==> config.mk <==
export PLATFORM = sky130hd
export DESIGN_NAME = stream_demux_router
export DESIGN_NICKNAME = d
export VERILOG_FILES = /design/src/rtl/stream_demux_router.sv
export SDC_FILE = /design/constraint.sdc
export NUM_CORES = 1
export LEC_CHECK = 0
export ABC_AREA = 1
export ABC_CLOCK_PERIOD_IN_PS = 2700
export CAP_MARGIN = 20
export CORE_AREA = 8 8 84 86
export CTS_CLUSTER_SIZE = 12
export DETAILED_ROUTE_END_ITERATION = 8
export DIE_AREA = 0 0 92 94
export GPL_TIMING_DRIVEN = 1
export PLACE_DENSITY = 0.67
export REMOVE_ABC_BUFFERS = 1
export SLEW_MARGIN = 20
export SYNTH_ARGS = -nofsm -noshare
export SYNTH_HDL_FRONTEND = slang
export SYNTH_SLANG_ARGS = --single-unit
==> constraint.sdc <==
create_clock -name clk -period 2.7 [get_ports clk]
set_clock_uncertainty 0.1 [all_clocks]
set_input_delay 0.81 -clock clk [delete_from_list [all_inputs] [get_ports clk]]
set_output_delay 0.81 -clock clk [all_outputs]
set_load 0.03 [all_outputs]
==> src/rtl/stream_demux_router.sv <==
// 1-to-N_OUT valid/ready stream demultiplexer. The destination port is locked
// from the first beat of a packet to in_last, and each port has a one-entry holding register.
module stream_demux_router #(
    parameter int DATA_W = 8,
    parameter int N_OUT  = 4,
    parameter int SEL_W  = 2
) (
    input  logic                    clk,
    input  logic                    rst_n,
    input  logic                    in_valid,
    output logic                    in_ready,
    input  logic [DATA_W-1:0]       in_data,
    input  logic                    in_last,
    input  logic [SEL_W-1:0]        in_sel,
    output logic [N_OUT-1:0]        out_valid,
    input  logic [N_OUT-1:0]        out_ready,
    output logic [N_OUT*DATA_W-1:0] out_data,
    output logic [N_OUT-1:0]        out_last,
    output logic                    err_sel
);

    localparam logic [1:0] ST_IDLE = 2'd0;
    localparam logic [1:0] ST_FWD  = 2'd1;
    localparam logic [1:0] ST_DROP = 2'd2;

    // N_OUT is widened by one bit so that N_OUT == 2**SEL_W still compares correctly.
    localparam logic [SEL_W:0] N_OUT_W = N_OUT[SEL_W:0];

    logic [1:0]              state_q, state_d;
    logic [SEL_W-1:0]        sel_q, sel_d;
    logic                    err_q, err_d;
    logic [N_OUT-1:0]        valid_q, valid_d;
    logic [N_OUT-1:0]        last_q, last_d;
    logic [N_OUT*DATA_W-1:0] data_q, data_d;

    logic [SEL_W-1:0]        tgt;
    logic [N_OUT-1:0]        tgt_oh;
    logic [N_OUT-1:0]        wr_oh;
    logic                    sel_ok;
    logic                    discard;
    logic                    port_free;
    logic                    accept;

    // Routing decision. An illegal state value routes like IDLE.
    always_comb begin : route
        // NOTE: every signal written here gets a value before any branch, so no latch is inferred.
        sel_ok  = ({1'b0, in_sel} < N_OUT_W);
        tgt     = (state_q == ST_FWD) ? sel_q : in_sel;
        discard = (state_q == ST_DROP) || ((state_q != ST_FWD) && !sel_ok);
        for (int i = 0; i < N_OUT; i++) begin
            tgt_oh[i] = (tgt == SEL_W'(i));
        end
        // A held beat that drains on this edge frees the slot immediately.
        port_free = |(tgt_oh & (~valid_q | out_ready));
        in_ready  = discard | port_free;
        accept    = in_valid & in_ready;
        wr_oh     = (accept && !discard) ? tgt_oh : '0;
    end

    // Per-port holding registers: the drain clears valid and a refill on the same edge wins.
    always_comb begin : port_next
        valid_d = valid_q & ~out_ready;
        last_d  = last_q;
        data_d  = data_q;
        for (int i = 0; i < N_OUT; i++) begin
            if (wr_oh[i]) begin
                valid_d[i]                 = 1'b1;
                last_d[i]                  = in_last;
                data_d[i*DATA_W +: DATA_W] = in_data;
            end
        end
    end

    always_comb begin : fsm_next
        state_d = state_q;
        sel_d   = sel_q;
        err_d   = 1'b0;
        case (state_q)
            ST_FWD: begin
                if (accept && in_last) state_d = ST_IDLE;
            end
            ST_DROP: begin
                if (accept && in_last) state_d = ST_IDLE;
            end
            default: begin
                state_d = ST_IDLE;
                if (accept) begin
                    if (sel_ok) sel_d = in_sel;
                    else        err_d = 1'b1;
                    if (!in_last) state_d = sel_ok ? ST_FWD : ST_DROP;
                end
            end
        endcase
    end

    always_ff @(posedge clk or negedge rst_n) begin
        if (!rst_n) begin
            state_q <= ST_IDLE;
            sel_q   <= '0;
            err_q   <= 1'b0;
            valid_q <= '0;
            last_q  <= '0;
            // NOTE: the payload registers are reset as well because out_data must read zero after reset.
            data_q  <= '0;
        end else begin
            // NOTE: non-blocking assignments so that every register samples pre-edge values.
            state_q <= state_d;
            sel_q   <= sel_d;
            err_q   <= err_d;
            valid_q <= valid_d;
            last_q  <= last_d;
            data_q  <= data_d;
        end
    end

    assign out_valid = valid_q;
    assign out_last  = last_q;
    assign out_data  = data_q;
    assign err_sel   = err_q;

endmodule

# Word level (Yosys, flattened, before mapping)
# Cells that the tools add are included.
# totals
regBits	44
wordCells	42
inputBits	18
# op_classes
n_eq_ne	6
n_reduce_logical	7
mux	10
n_bitwise	8
# ops
operator	count
4-bit bitwise AND	2
4-bit NOT	2
2-bit == test (second input constant)	3
1-bit 2-to-1 mux	6
2-bit 2-to-1 mux	3
2-bit by 1-bit == test with 1-bit output (second input constant)	2
4-bit 2-to-1 mux	1
4-bit OR	1
4-bit OR reduction	1
1-bit logical AND	2
2-bit logical NOT	1
2-bit by 1-bit != test with 1-bit output (second input constant)	1
2-bit AND reduction	1
2-bit OR reduction	1
1-bit bitwise AND	1
1-bit logical NOT	1
1-bit NOT	1
1-bit OR	1

# Logic depth before layout (Yosys ltp)
# Gate-level depths: netlist of the first run.
# depth
ltp_word	10
mapped_depth	11
depth_no_buf	10

# Least setup slack after synthesis of the first run
# No wires, ideal clock.
# synth_path
path_kind	input port to output port
startpoint	input port out_ready[3]
endpoint	output port in_ready
path_stages	6
path_slack_ns	0.215
t_arrival_ns	1.575
required_time_ns	1.790
path_cell_list	or2_2 > nand3_1 > nand2_1 > inv_2 > nand2_4 > buf_4
# synth_between
elab_chain_len	4
# synth_rtl
item	line	source
from (decl)	16	input logic [N_OUT-1:0] out_ready,
4-bit OR	54	port_free = |(tgt_oh & (~valid_q | out_ready));
4-bit bitwise AND	54	
4-bit OR reduction	54	
1-bit OR	55	in_ready = discard | port_free;
to (decl)	11	output logic in_ready,
# No other way between the ends.

# Worst setup path in the final report of the first run
# layout_path
startpoint	input port in_sel[0]
endpoint	output port in_ready
# layout_between
elab_chain_len	5
# layout_rtl
item	line	source
from (decl)	14	input logic [SEL_W-1:0] in_sel,
2-bit 2-to-1 mux (*)	48	tgt = (state_q == ST_FWD) ? sel_q : in_sel;
2-bit by 1-bit == test with 1-bit output, or another cell as far along	51	tgt_oh[i] = (tgt == SEL_W'(i));
4-bit bitwise AND (*)	54	
4-bit OR reduction (*)	54	
1-bit OR (*)	55	
# Every way passes the cells marked *; elsewhere a longest branch is shown, timed or not.

==> results.ini, run 1 <==
[run_status]
status=finished clean

[placed_design]
gp_congestion=0.733
pre_cts_slack_ns=-0.172
portBuffers=58
hpwl_um=3830

[logic_synthesis]
netlist_area_um2=1930
yosysTopAreaCellShare_pct=55.8
yosys_warnings=0
ys_types=18
syn_area_per_cell_um2=8.84
synth-seq-cells=43
synthTopCellsByArea=dfrtp_1, nand2_1, nand4_1, nand3_4, buf_4
synth_area_leader_cell=dfrtp_1
yosysSeqAreaShare_pct=55.8
netlist_instances=218

[floorplan]
rows=28
core_um2=5750
io_pins=60
die_h_um=94
dieArea_um2=8650
dieWidth_um=92
start_util_pct=33.6

[layout]
layout_common_cells=nand2_1, clkdlybuf4s50_1, dfrtp_1
num_antenna_cells=0
nFillCells=574
area_growth_pct=44.1
drive_above_1_share_pct=16.6
final_common_cell=nand2_1
num-nets-final=307

[grt]
antenna_found_initial=0
overflow=0
grt_pass1_wl_um=9370
grt_use_total_pct=13.5
grt_max_degree=45
grt_pass1_vias=1861

[power]
irDropWorstVdd_mv=0.664
p_int_mw=1.98
power_mw=3.78
power.switching_mw=1.81
p_sw_share_pct=47.7
p_per_area_nw_per_um2=1360
clkPwrFrac_pct=10.3
p_leak_nw=1.40
power_frac_comb_pct=60.2
seqPwrFrac_pct=29.5

[critical_path]
crit_type=input pin to primary output
path_cells=dlygate4sd2_1 > inv_1 > nand2_1 > nand2_2 > nand3_1 > nand2_2 > inv_2 > nand2_4 > buf_6
endpoint_kind=primary output
cp_slowest_stage_delay_ns=0.25
r2r_start=state_q[0]
cp.arrival_ns=1.68
startpoint=in_sel[0]
worstPathRequired_ns=1.79
slowest_stage=dlygate4sd2_1
worst-path-max-fanout=3
cpMostUsedCell=nand2_2
worstSetupStartpointType=input pin

[hold_path]
hp-class=flip-flop to flip-flop
hold_start=out_last[3]

[timing]
rsz0062_at_grt=false
period_share_pct=96.0
slew_viol_final=0
tightest_slew_ns=0.563
hold_violations=0
finalCriticalPeriod_ns=2.59
finalWorstSetupSlack_ns=0.107
max_freq_mhz=386
final-setup-viol-count=0
max_slew_margin_pct=62.5

[detailed_routing]
final_antenna_net_count=0
drt-total-wl_um=5500
vias=1763
wl_per_cell_um=15.1
first_iter_violations=97
dr.pass1.iters=4
via_per_inst=4.83
drcViolationCount=0

[cts]
clk_pin_slew_ns=0.07
cts_buffers=5
cts-root-buf=clkbuf_8
clockBufferDepth=2
htreeDepth=2
cts_hold_buffers=0
clock-sinks=43
clk_latency_ns=0.29
cts_tree=done

[job]
drv_cap=0

## worst max-delay path, delay by kind of cell
| family | cells | cell delay [ns] |
|---|---|---|
| buffers and inverters | 4 | 0.48 |
| AND/OR/NAND/NOR | 5 | 0.39 |
## per-layer routing
| metal | global-route usage (%) | vias to the layer above | wire, µm |
|---|---|---|---|
| li1 | - | 867 | - |
| met1 | 16.3 | 829 | 2420 |
| met2 | 21.1 | 53 | 2560 |
| met3 | 5.20 | 14 | 386 |
| met4 | 5.50 | 0 | 143 |
| met5 | 0 | - | 0 |
## repair_timing
item,in CTS,in global routing
setup endpoints to repair,1,2
resized for setup,7,8
pin swaps,2,3
buffers inserted,0,2
## through the flow
step | setup TNS, ns | area, µm² | hold WS, ns | instances | util, %
2_1_floorplan | 0 | 1870 | 0.363 | 208 | -
3_3_place_gp | -3.43 | 2650 | 0.354 | 355 | 46.2
3_5_place_dp | -3.61 | 2650 | 0.360 | 355 | 46.2
4_1_cts | 0 | 2740 | 0.378 | 363 | 47.8
5_1_grt | 0 | 2780 | 0.406 | 365 | 48.4
6_report | 0 | 2780 | 0.370 | 365 | 48.4
## synth_stat cells
master	number
nand2_1	95
dfrtp_1	43
nand4_1	38
inv_1	8
nand3_1	5
buf_4	4
nand2_2	4
nor2_2	4
clkbuf_1	3
inv_2	3
buf_1	2
nand3_2	2
nand3_4	2
buf_6	1
conb_1	1
nand2_4	1
o21ai_0	1
or2_2	1
## power by group through the flow
stage                     sequential, mW  combinational (mW)  clock (mW)
after floorplan                     1.63               0.766           0
after global placement              1.11                2.23           0
after detailed placement            1.12                2.26           0
after CTS                           1.11                2.28       0.402
after global routing                1.16                2.49       0.439
final                               1.12                2.28       0.389
## area by class of cell
type / instances / area, µm² / share of cell area, %
repair buffers: 74 / 713 / 25.7
clock inverters: 1 / 5.00 / 0.180
flip-flops and latches: 43 / 1080 / 38.7
clock buffers: 7 / 76.3 / 2.75
multi-input cells: 154 / 773 / 27.8
well taps: 75 / 93.8 / 3.38
inverters: 11 / 41.3 / 1.49
## flip-flops by register name, summed over array words and instances, names as in the netlist
register and count:
out_valid 4, sel_q 2, state_q 1, out_data 32, out_last 4
## worst paths after layout
kind	cells past startpoint	endpoint	slack, ns
worst min-delay path	2	out_last[3]	0.37
worst min register to register	2	out_last[3]	0.37
worst max register to register	11	out_data[31]	0.47
min in group asynchronous	2	out_last[3]	0.50
worst max-delay path	9	in_ready	0.11
max in group asynchronous	2	out_data[31]	1.63
## cells by family (layout without fill, tap and decap cells)
logic type,count (synthesis),in the layout,synth area share (%)
buf+inv,21,93,5.26
flops,43,43,55.8
compound gates,1,1,0.259
simple gates,152,152,38.5
other cells,1,1,0.194
Power figures use the tool's default switching activity.
==> inputs of run 2 (changes only) <==
CAP_MARGIN = 25   (was 20)
==> results of run 2 <==
Same layout as run 1: the final DEF is identical, and so are final timing and power.
